==> src/rtl/axi_wr_arbiter_pkg.sv <==
// arb_pkg: state encoding, default widths and AW payload field offsets shared by axi_wr_arbiter and rr_pick
package arb_pkg;
   typedef enum logic [1:0] {IDLE = 2'd0, ADDR = 2'd1, DATA = 2'd2, RESP = 2'd3} state_t;
   localparam int N_DEF      = 2;
   localparam int ADDR_W_DEF = 8;
   localparam int LEN_W_DEF  = 4;
   localparam int ID_W_DEF   = 4;
   localparam int DATA_W_DEF = 8;
   localparam int RESP_W_DEF = 5;
   localparam int PAY_ADDR_LSB = 8;
   localparam int PAY_LEN_LSB  = 4;
   localparam int PAY_ID_LSB   = 0;
endpackage

==> src/rtl/axi_wr_arbiter_rr_pick.sv <==
// rr_pick: combinational round-robin picker; req = requests, last_winner = previous owner, winner/valid = chosen index
module rr_pick #(
   parameter int N     = 2,
   parameter int IDX_W = $clog2(N)
) (
   input  logic [N-1:0]     req,
   input  logic [IDX_W-1:0] last_winner,
   output logic [IDX_W-1:0] winner,
   output logic             valid
);
   logic [IDX_W:0]   sum;
   logic [IDX_W-1:0] idx;
   // Walk from farthest to nearest so the requester closest after last_winner is the final assignment.
   always_comb begin
      winner = last_winner;
      valid  = 1'b0;
      sum    = '0;
      idx    = '0;
      for (int k = N; k >= 1; k--) begin
         sum = {1'b0, last_winner} + (IDX_W+1)'(k);
         idx = IDX_W'(sum >= (IDX_W+1)'(N) ? sum - (IDX_W+1)'(N) : sum);
         if (req[idx]) begin
            winner = idx;
            valid  = 1'b1;
         end
      end
   end
endmodule

==> src/rtl/axi_wr_arbiter.sv <==
// axi_wr_arbiter: round-robin sharing of one AXI write slave (AW/W/B) among N masters, one whole burst per grant.
//   m_awvalid/m_aw_pay/m_awready, m_wvalid/m_wdata/m_wlast/m_wready, m_bvalid/m_bresp/m_bready : flattened master ports
//   s_aw*/s_w*/s_b* : slave port; grant : one-hot owner; busy : not IDLE; beat_err : sticky burst-length error
//   Optional macro ARB_BEAT_CHECK_EN adds a beat counter that flags and terminates mis-sized bursts.
module axi_wr_arbiter import arb_pkg::*; #(
   parameter int N      = N_DEF,
   parameter int ADDR_W = ADDR_W_DEF,
   parameter int LEN_W  = LEN_W_DEF,
   parameter int ID_W   = ID_W_DEF,
   parameter int DATA_W = DATA_W_DEF,
   parameter int RESP_W = RESP_W_DEF,
   parameter int PAY_W  = ADDR_W + LEN_W + ID_W
) (
   input  logic                clk,
   input  logic                rst,
   input  logic [N-1:0]        m_awvalid,
   input  logic [N*PAY_W-1:0]  m_aw_pay,
   output logic [N-1:0]        m_awready,
   input  logic [N-1:0]        m_wvalid,
   input  logic [N*DATA_W-1:0] m_wdata,
   input  logic [N-1:0]        m_wlast,
   output logic [N-1:0]        m_wready,
   output logic [N-1:0]        m_bvalid,
   output logic [N*RESP_W-1:0] m_bresp,
   input  logic [N-1:0]        m_bready,
   output logic                s_awvalid,
   output logic [PAY_W-1:0]    s_aw_pay,
   input  logic                s_awready,
   output logic                s_wvalid,
   output logic [DATA_W-1:0]   s_wdata,
   output logic                s_wlast,
   input  logic                s_wready,
   input  logic                s_bvalid,
   input  logic [RESP_W-1:0]   s_bresp,
   output logic                s_bready,
   output logic [N-1:0]        grant,
   output logic                busy,
   output logic                beat_err
);
   localparam int IDX_W = $clog2(N);
   state_t             state_q, state_d;
   logic [N-1:0]       grant_q, grant_d;
   logic [PAY_W-1:0]   pay_q, pay_d;
   logic [IDX_W-1:0]   g_q, g_d, last_q, last_d, pick;
   logic               pick_valid, beat;
   logic [PAY_W-1:0]   ap [N];
   logic [DATA_W-1:0]  wd [N];
   genvar i;
   for (i = 0; i < N; i++) begin : g_split
      assign ap[i] = m_aw_pay[i*PAY_W +: PAY_W];
      assign wd[i] = m_wdata[i*DATA_W +: DATA_W];
   end
   rr_pick #(.N(N), .IDX_W(IDX_W)) u_pick (
      .req         (m_awvalid),
      .last_winner (last_q),
      .winner      (pick),
      .valid       (pick_valid)
   );
   assign s_awvalid = state_q == ADDR;
   assign m_awready = (state_q == ADDR && s_awready) ? grant_q : '0;
   assign s_wvalid  = state_q == DATA && m_wvalid[g_q];
   assign s_wdata   = state_q == DATA ? wd[g_q] : '0;
   assign s_wlast   = state_q == DATA && m_wlast[g_q];
   assign m_wready  = (state_q == DATA && s_wready) ? grant_q : '0;
   assign s_bready  = state_q == RESP && m_bready[g_q];
   assign m_bvalid  = (state_q == RESP && s_bvalid) ? grant_q : '0;
   assign m_bresp   = {N{s_bresp}};
   assign s_aw_pay  = pay_q;
   assign grant     = grant_q;
   assign busy      = state_q != IDLE;
   assign beat      = s_wvalid & s_wready;
`ifdef ARB_BEAT_CHECK_EN
   logic [LEN_W:0] cnt_q, cnt_d, len;
   logic           err_q, err_d, no_last, bad_last;
   assign len      = {1'b0, pay_q[ID_W +: LEN_W]};
   // cnt_q counts beats already accepted, so the current beat is number cnt_q and the last must be number len.
   assign no_last  = beat & ~s_wlast & (cnt_q == len);
   assign bad_last = beat & s_wlast & (cnt_q != len);
   assign beat_err = err_q;
`else
   assign beat_err = 1'b0;
`endif
   always_comb begin
      state_d = state_q;
      grant_d = grant_q;
      pay_d   = pay_q;
      g_d     = g_q;
      last_d  = last_q;
`ifdef ARB_BEAT_CHECK_EN
      cnt_d   = beat ? cnt_q + 1'b1 : cnt_q;
      err_d   = err_q | bad_last | no_last;
`endif
      case (state_q)
         IDLE: if (pick_valid) begin
            grant_d = N'(1) << pick;
            pay_d   = ap[pick];
            g_d     = pick;
            state_d = ADDR;
         end
         ADDR: if (s_awready) begin
            state_d = DATA;
`ifdef ARB_BEAT_CHECK_EN
            cnt_d   = '0;
`endif
         end
`ifdef ARB_BEAT_CHECK_EN
         DATA: state_d = (beat & (s_wlast | no_last)) ? RESP : DATA;
`else
         DATA: state_d = (beat & s_wlast) ? RESP : DATA;
`endif
         RESP: if (s_bvalid & s_bready) begin
            last_d  = g_q;
            grant_d = '0;
            state_d = IDLE;
         end
      endcase
   end
   always_ff @(posedge clk) begin
      if (rst) begin
         state_q <= IDLE;
         grant_q <= '0;
         pay_q   <= '0;
         g_q     <= '0;
         last_q  <= IDX_W'(N-1);
`ifdef ARB_BEAT_CHECK_EN
         cnt_q   <= '0;
         err_q   <= 1'b0;
`endif
      end else begin
         state_q <= state_d;
         grant_q <= grant_d;
         pay_q   <= pay_d;
         g_q     <= g_d;
         last_q  <= last_d;
`ifdef ARB_BEAT_CHECK_EN
         cnt_q   <= cnt_d;
         err_q   <= err_d;
`endif
      end
   end
endmodule

==> config.mk <==
export PLATFORM = sky130hd
export DESIGN_NAME = axi_wr_arbiter
export DESIGN_NICKNAME = d
export VERILOG_FILES = /design/src/rtl/axi_wr_arbiter_pkg.sv /design/src/rtl/axi_wr_arbiter_rr_pick.sv /design/src/rtl/axi_wr_arbiter.sv
export SDC_FILE = /design/constraint.sdc
export NUM_CORES = 1
export LEC_CHECK = 0
export ABC_CLOCK_PERIOD_IN_PS = 1600
export CELL_PAD_IN_SITES_DETAIL_PLACEMENT = 1
export CELL_PAD_IN_SITES_GLOBAL_PLACEMENT = 1
export CORE_MARGIN = 2
export CORE_UTILIZATION = 22
export CTS_BUF_LIST = sky130_fd_sc_hd__clkbuf_16
export DETAILED_ROUTE_END_ITERATION = 10
export PLACE_DENSITY_LB_ADDON = 0.15
export SLEW_MARGIN = 20
export SYNTH_ARGS = -nofsm -noshare
export SYNTH_HDL_FRONTEND = slang
export SYNTH_SLANG_ARGS = --single-unit
==> constraint.sdc <==
create_clock -name clk -period 1.6 [get_ports clk]
set_input_delay 0.16 -clock clk [delete_from_list [all_inputs] [get_ports clk]]
set_output_delay 0.16 -clock clk [all_outputs]
set_load 0.05 [all_outputs]
==> impl_metrics.csv, run 1 <==
group,metric,value,unit
logic_synthesis,syn_inst,160,
timing,setup_ws,63.3,ps
setup_path,start_kind,"flip-flop",
clock_network,ctsRootBufferMaster,"clkbuf_16",
route,drtIter0Drc,37,
cells_and_area,finalNetCount,326,
timing,skew,3.79,ps
place,gp_congestion,0.790,
logic_synthesis,synth_simple_gate_area_share,17.7,%
logic_synthesis,syn_nets,231,
logic_synthesis,yosysTopAreaCell,"dfxtp_1",
global_routing,grt_use_total,13.6,%
logic_synthesis,ys_types,29,
floorplanning,start_util,22.5,%
global_routing,grt_first_pass_wirelength,7800,um
cells_and_area,final_cell_mix,"clkdlybuf4s50_1 (60), buf_4 (29), mux2i_1 (27)",
timing,drv_slew,0,
timing,fin_crit,1540,ps
power_and_ir_drop,p_int,2.41,mW
logic_synthesis,synth_compound_area_share,14.0,%
logic_synthesis,avgSynthCellArea,8.81,um2
floorplanning,die_area,0.00707,mm2
setup_path,cp_data_arrival_time,1380,ps
logic_synthesis,synth_xor_area_share,0,%
cells_and_area,fin_cells,331,
setup_path,path_common_cell,"buf_12",
logic_synthesis,synth_adder_area_share,4.44,%
setup_path,r2r-start,"state_q[0]",
logic_synthesis,synthesis.area,0.00141,mm2
clock_network,cts_buffers,3,
logic_synthesis,synthMuxAreaShare,19.9,%
power_and_ir_drop,worst_ir_drop_vdd,0.902,mV
clock_network,cts.reportedPaths.clkPinSlew,60,ps
floorplanning,boundaryPins,114,
clock_network,cts.sinks,22,
route,vias,1501,
cells_and_area,seqCellArea,447,um2
cells_and_area,final_util,45.2,%
floorplanning,coreArea,0.00628,mm2
clock_network,htreeDepth,1,
clock_network,cts_hold_buf,0,
clock_network,clock_latency,260,ps
setup_path,worstPathCellList,"buf_4 > ha_4 > buf_12 > and3_1 > buf_12",
route,viasPerCell,4.53,
logic_synthesis,async_reset_ff_share,0,%
route,dr.pass1.iters,3,
global_routing,grt_pass1_vias,1553,
power_and_ir_drop,clockPowerShare,16.3,%
setup_path,r2r_cells,7,
floorplanning,rows,29,
route,routed_wirelength,4670,um
timing,hold_ws,320,ps
power_and_ir_drop,power_leakage,1.18,nW
setup_path,crit_path_top_delay_cell,"dfxtp_2",
cells_and_area,insertedDiodeCount,0,
power_and_ir_drop,sequentialPowerShare,21.0,%
route,detail-route-antenna-nets,0,
power_and_ir_drop,p_comb_share,62.7,%
cells_and_area,fill_cells,704,
setup_path,cp.required,1440,ps
place,port_buffers,97,
global_routing,overflow,0,
hold_path,hp-class,"in -> out",
setup_path,endpoint,"m_wready[1]",
clock_network,cts_tree,"built",
cells_and_area,layout-drive-gt1-share,31.9,%
route,drc,0,
route,avgRoutedWirePerCell,14.1,um
logic_synthesis,synth_top_area_share,31.2,%
logic_synthesis,ys.flop_type,"dfxtp_1",
place,pre_cts_ws,17.0,ps
place,dpl.hpwl,3730,um
timing,setup_viol,0,
cells_and_area,final_common_cell,"clkdlybuf4s50_1",
power_and_ir_drop,p_per_area,1530,mW/mm2
logic_synthesis,ys_ff_latch,22,
status,status,"completed",
timing,max_freq,0.651,GHz
global_routing,grt_max_degree,23,
global_routing,antenna_found_initial,0,
setup_path,rrSetupSlack,80,ps
logic_synthesis,yosys_warnings,0,
setup_path,crit_start,"state_q[1]",
power_and_ir_drop,switching_power,1.93,mW
logic_synthesis,synth.area.top_cells,"dfxtp_1 (31%), mux2i_1 (20%), a211oi_1 (9.1%)",
logic_synthesis,synth_edf_count,0,
cells_and_area,area_growth,101,%
setup_path,critPathMaxStageDelay,320,ps
setup_path,crit_type,"reg -> out",
floorplanning,die_y,84.1,um
timing,hold_viol,0,
cells_and_area,multi_input_area,888,um2
setup_path,timing.rr.end,"state_q[0]",
run,max-cap-violations,0,
timing,period_share,96.0,%
clock_network,cts_max_path_buffers,2,
floorplanning,die-width,84.1,um
logic_synthesis,synth_top_family_by_area,"multiplexers",
power_and_ir_drop,power.share.switching,44.5,%
timing,fin_setup_tns,0,ps
place,dp.cells,327,
logic_synthesis,seq_area_frac_synth,31.2,%
setup_path,cp_max_fo,11,
clock_network,post_cts_buffers,0,
setup_path,cp-end-kind,"output port",
-- registers in the layout (all words and copies together), names as in the netlist --
signal and count:
s_aw_pay 16, grant 2, state_q 2, g_q 1, last_q 1
-- power groups by stage --
stage / registers, mW / clock network [mW] / logic [mW]
CTS: 0.906 / 0.735 / 2.68
finish: 0.909 / 0.709 / 2.72
floorplan: 1.48 / 0 / 1.06
global route: 0.942 / 0.759 / 2.91
detailed placement: 0.911 / 0 / 2.67
global placement: 0.901 / 0 / 2.66
-- metal layers --
layer / wire, um / GRT usage (%) / vias to the layer above / part of all wire [%]
met2: 2080 / 21.4 / 76 / 45
met1: 2100 / 17.8 / 679 / 45
li1: - / - / 739 / -
met4: 64 / 4.11 / 0 / 1.4
met3: 424 / 4.06 / 7 / 9.1
met5: 0 / 0 / - / 0
-- synth_stat cells (all sizes together), types with 2 or more instances --
master / instances
dfxtp: 22
o31ai: 2
o21ai: 3
inv: 6
nor2: 20
a211oi: 17
clkbuf: 5
nor2b: 11
ha: 5
buf: 17
and3: 6
a21oi: 5
mux2i: 28
nand3b: 2
-- timing repair --
item / in CTS / in global routing
endpoints found under the setup margin: 12 / 25
gates resized for setup: 3 / 11
pin swaps: 0 / 3
-- critical path: cells and delay by family, from the launching register on --
| family | cells | cell delay (ps) |
|---|---|---|
| fa+ha+maj | 1 | 170 |
| buf+inv | 3 | 430 |
| flops | 1 | 320 |
| simple gates | 1 | 200 |
-- per-stage QoR --
step                power, mW  cell area [um2]
finish                   4.34             2840
floorplan                2.55             1450
detailed placement       3.58             2680
global route             4.62             2840
CTS                      4.32             2790
global placement         3.56             2680
-- cell families (layout without fill, tap and decap cells) --
family | after synthesis | count (layout)
and+or+nand+nor | 47 | 47
adders and majority gates | 5 | 5
buffers and inverters | 28 | 122
muxes | 28 | 28
other | 1 | 1
AOI/OAI and AO/OA | 29 | 29
DFF | 22 | 22
-- how the worst min path moves through the flow --
stage / end / cells after the start / start / slack, ps
floorplan: state_q[0] / 1 / rst / 240
global placement: m_bresp[8] / 0 / s_bresp[3] / 320
detailed placement: m_bresp[8] / 0 / s_bresp[3] / 320
CTS: m_bresp[8] / 0 / s_bresp[3] / 320
global route: m_bresp[6] / 0 / s_bresp[1] / 320
finish: m_bresp[0] / 0 / s_bresp[0] / 320
-- area by class of cell --
type                            count  area share [%]
Clock buffer                        3            2.65
Clock inverter                      1            1.06
Multi-Input combinational cell    110            31.3
Inverter                            6           0.794
Tap cell                           77            3.40
Sequential cell                    22            15.7
Timing Repair Buffer              112            45.1
Note: power is estimated with default switching activity, not from simulation.
==> run 2: changes to the inputs <==
Settings changed: ABC_CLOCK_PERIOD_IN_PS 1600 to 1500.
Clock period 1.6 ns to 1.5 ns, I/O delays scaled along.
==> impl_metrics.csv, run 2 (synthesis results as in run 1) <==
group,metric,value,unit
setup_path,crit_type,"reg -> out",
timing,drv_slew,0,
route,drc,0,
setup_path,cp_data_arrival_time,1330,ps
route,drtIter0Drc,39,
global_routing,overflow,0,
global_routing,grt_first_pass_wirelength,7510,um
clock_network,cts_max_path_buffers,2,
timing,max_freq,0.674,GHz
global_routing,grt_max_degree,23,
cells_and_area,finalNetCount,333,
cells_and_area,final_common_cell,"clkdlybuf4s50_1",
setup_path,cp-end-kind,"output port",
global_routing,antenna_found_initial,0,
cells_and_area,final_util,47.8,%
cells_and_area,final_cell_mix,"clkdlybuf4s50_1 (60), buf_4 (33), buf_12 (21)",
cells_and_area,layout-drive-gt1-share,37.3,%
place,dpl.hpwl,3670,um
route,avgRoutedWirePerCell,14.0,um
clock_network,ctsRootBufferMaster,"clkbuf_16",
global_routing,grt_use_total,13.1,%
clock_network,cts_buffers,3,
clock_network,cts.reportedPaths.clkPinSlew,60,ps
floorplanning,start_util,22.5,%
cells_and_area,largest_reg_flops,16,
cells_and_area,insertedDiodeCount,0,
timing,setup_viol,0,
floorplanning,boundaryPins,114,
route,dr.pass1.iters,4,
status,status,"completed",
clock_network,cts.sinks,22,
floorplanning,rows,29,
route,vias,1520,
floorplanning,die_area,0.00707,mm2
floorplanning,die_y,84.1,um
floorplanning,die-width,84.1,um
clock_network,cts_tree,"built",
timing,hold_ws,300,ps
run,max-cap-violations,0,
power_and_ir_drop,p_per_area,1570,mW/mm2
setup_path,cp_max_fo,7,
timing,hold_viol,0,
route,viasPerCell,4.51,
timing,skew,5.71,ps
place,port_buffers,97,
timing,fin_crit,1480,ps
power_and_ir_drop,worst_ir_drop_vdd,0.868,mV
clock_network,clock_latency,250,ps
cells_and_area,area_growth,113,%
route,detail-route-antenna-nets,0,
setup_path,cp.required,1350,ps
power_and_ir_drop,power_leakage,1.21,nW
timing,period_share,98.9,%
route,routed_wirelength,4710,um
floorplanning,coreArea,0.00628,mm2
hold_path,hp-class,"in -> out",
clock_network,htreeDepth,1,
place,gp_congestion,0.786,
global_routing,grt_pass1_vias,1543,
setup_path,start_kind,"flip-flop",
timing,rsz0062_at_grt,"true",
==> run 2: cell types whose count changed in the layout (fill, tap and decap cells not counted), sizes merged <==
cell	previous run	this run
buf	52	59
bufinv	1	0
==> run 2: per-stage QoR <==
stage / std cells / TNS (ps) / total power, mW / cell area (um2) / setup slack [ps]
final: 337 / 0 / 4.72 / 3000 / 16.8
after global routing: 337 / -229 / 5.00 / 3000 / -48.8
after CTS: 336 / -28.6 / 4.61 / 2900 / -17.6
after detailed placement: 333 / -387 / 3.86 / 2700 / -54.6
after global placement: 333 / -84.9 / 3.84 / 2700 / -19.0
after floorplan: 160 / -1680 / 2.71 / 1450 / -108
==> run 2: timing repair <==
action                     CTS  global route
resized for setup           28            18
cloned                       0             0
setup buffers                0             1
pin swaps                    0             3
setup endpoints to repair   17            24
hold buffers                 0             0
==> run 2: worst paths after layout <==
check / startpoint / to / slack, ps / cells past startpoint
min reg2reg: s_aw_pay[4] / s_aw_pay[4] / 500 / 2
max: g_q / s_wdata[7] / 20 / 4
max reg2reg: state_q[1] / grant[1] / 100 / 5
min: s_bresp[0] / m_bresp[0] / 300 / 0
==> run 2: area by class of cell <==
class,count,area [um2]
inverters,6,22.5
fillers,674,3280
multi-input cells,110,1030
clock buffers,3,75.1
flip-flops and latches,22,447
well taps,77,96.3
repair buffers,119,1330
==> run 2: worst max-delay path, stage by stage (launching register included) <==
cell and delay, ps:
dfxtp_4 410, buf_6 190, mux2i_4 270, nor2b_4 60, buf_12 140
==> run 2: report_power, final <==
part / internal [mW] / total (mW) / switching [mW]
registers: 0.815 / 0.978 / 0.163
clock network: 0.352 / 0.561 / 0.209
logic: 1.42 / 3.18 / 1.76
total: 2.59 / 4.72 / 2.13
==> run 2: routing by layer <==
| layer | part of all wire (%) | routed length (um) | global-route usage [%] | up-vias |
|---|---|---|---|---|
| met5 | 0 | 0 | 0 | - |
| met4 | 1.4 | 66 | 3.23 | 0 |
| met3 | 8.7 | 411 | 4.06 | 8 |
| met2 | 48 | 2260 | 22.9 | 72 |
| met1 | 42 | 1970 | 15.4 | 688 |
| li1 | - | - | - | 752 |
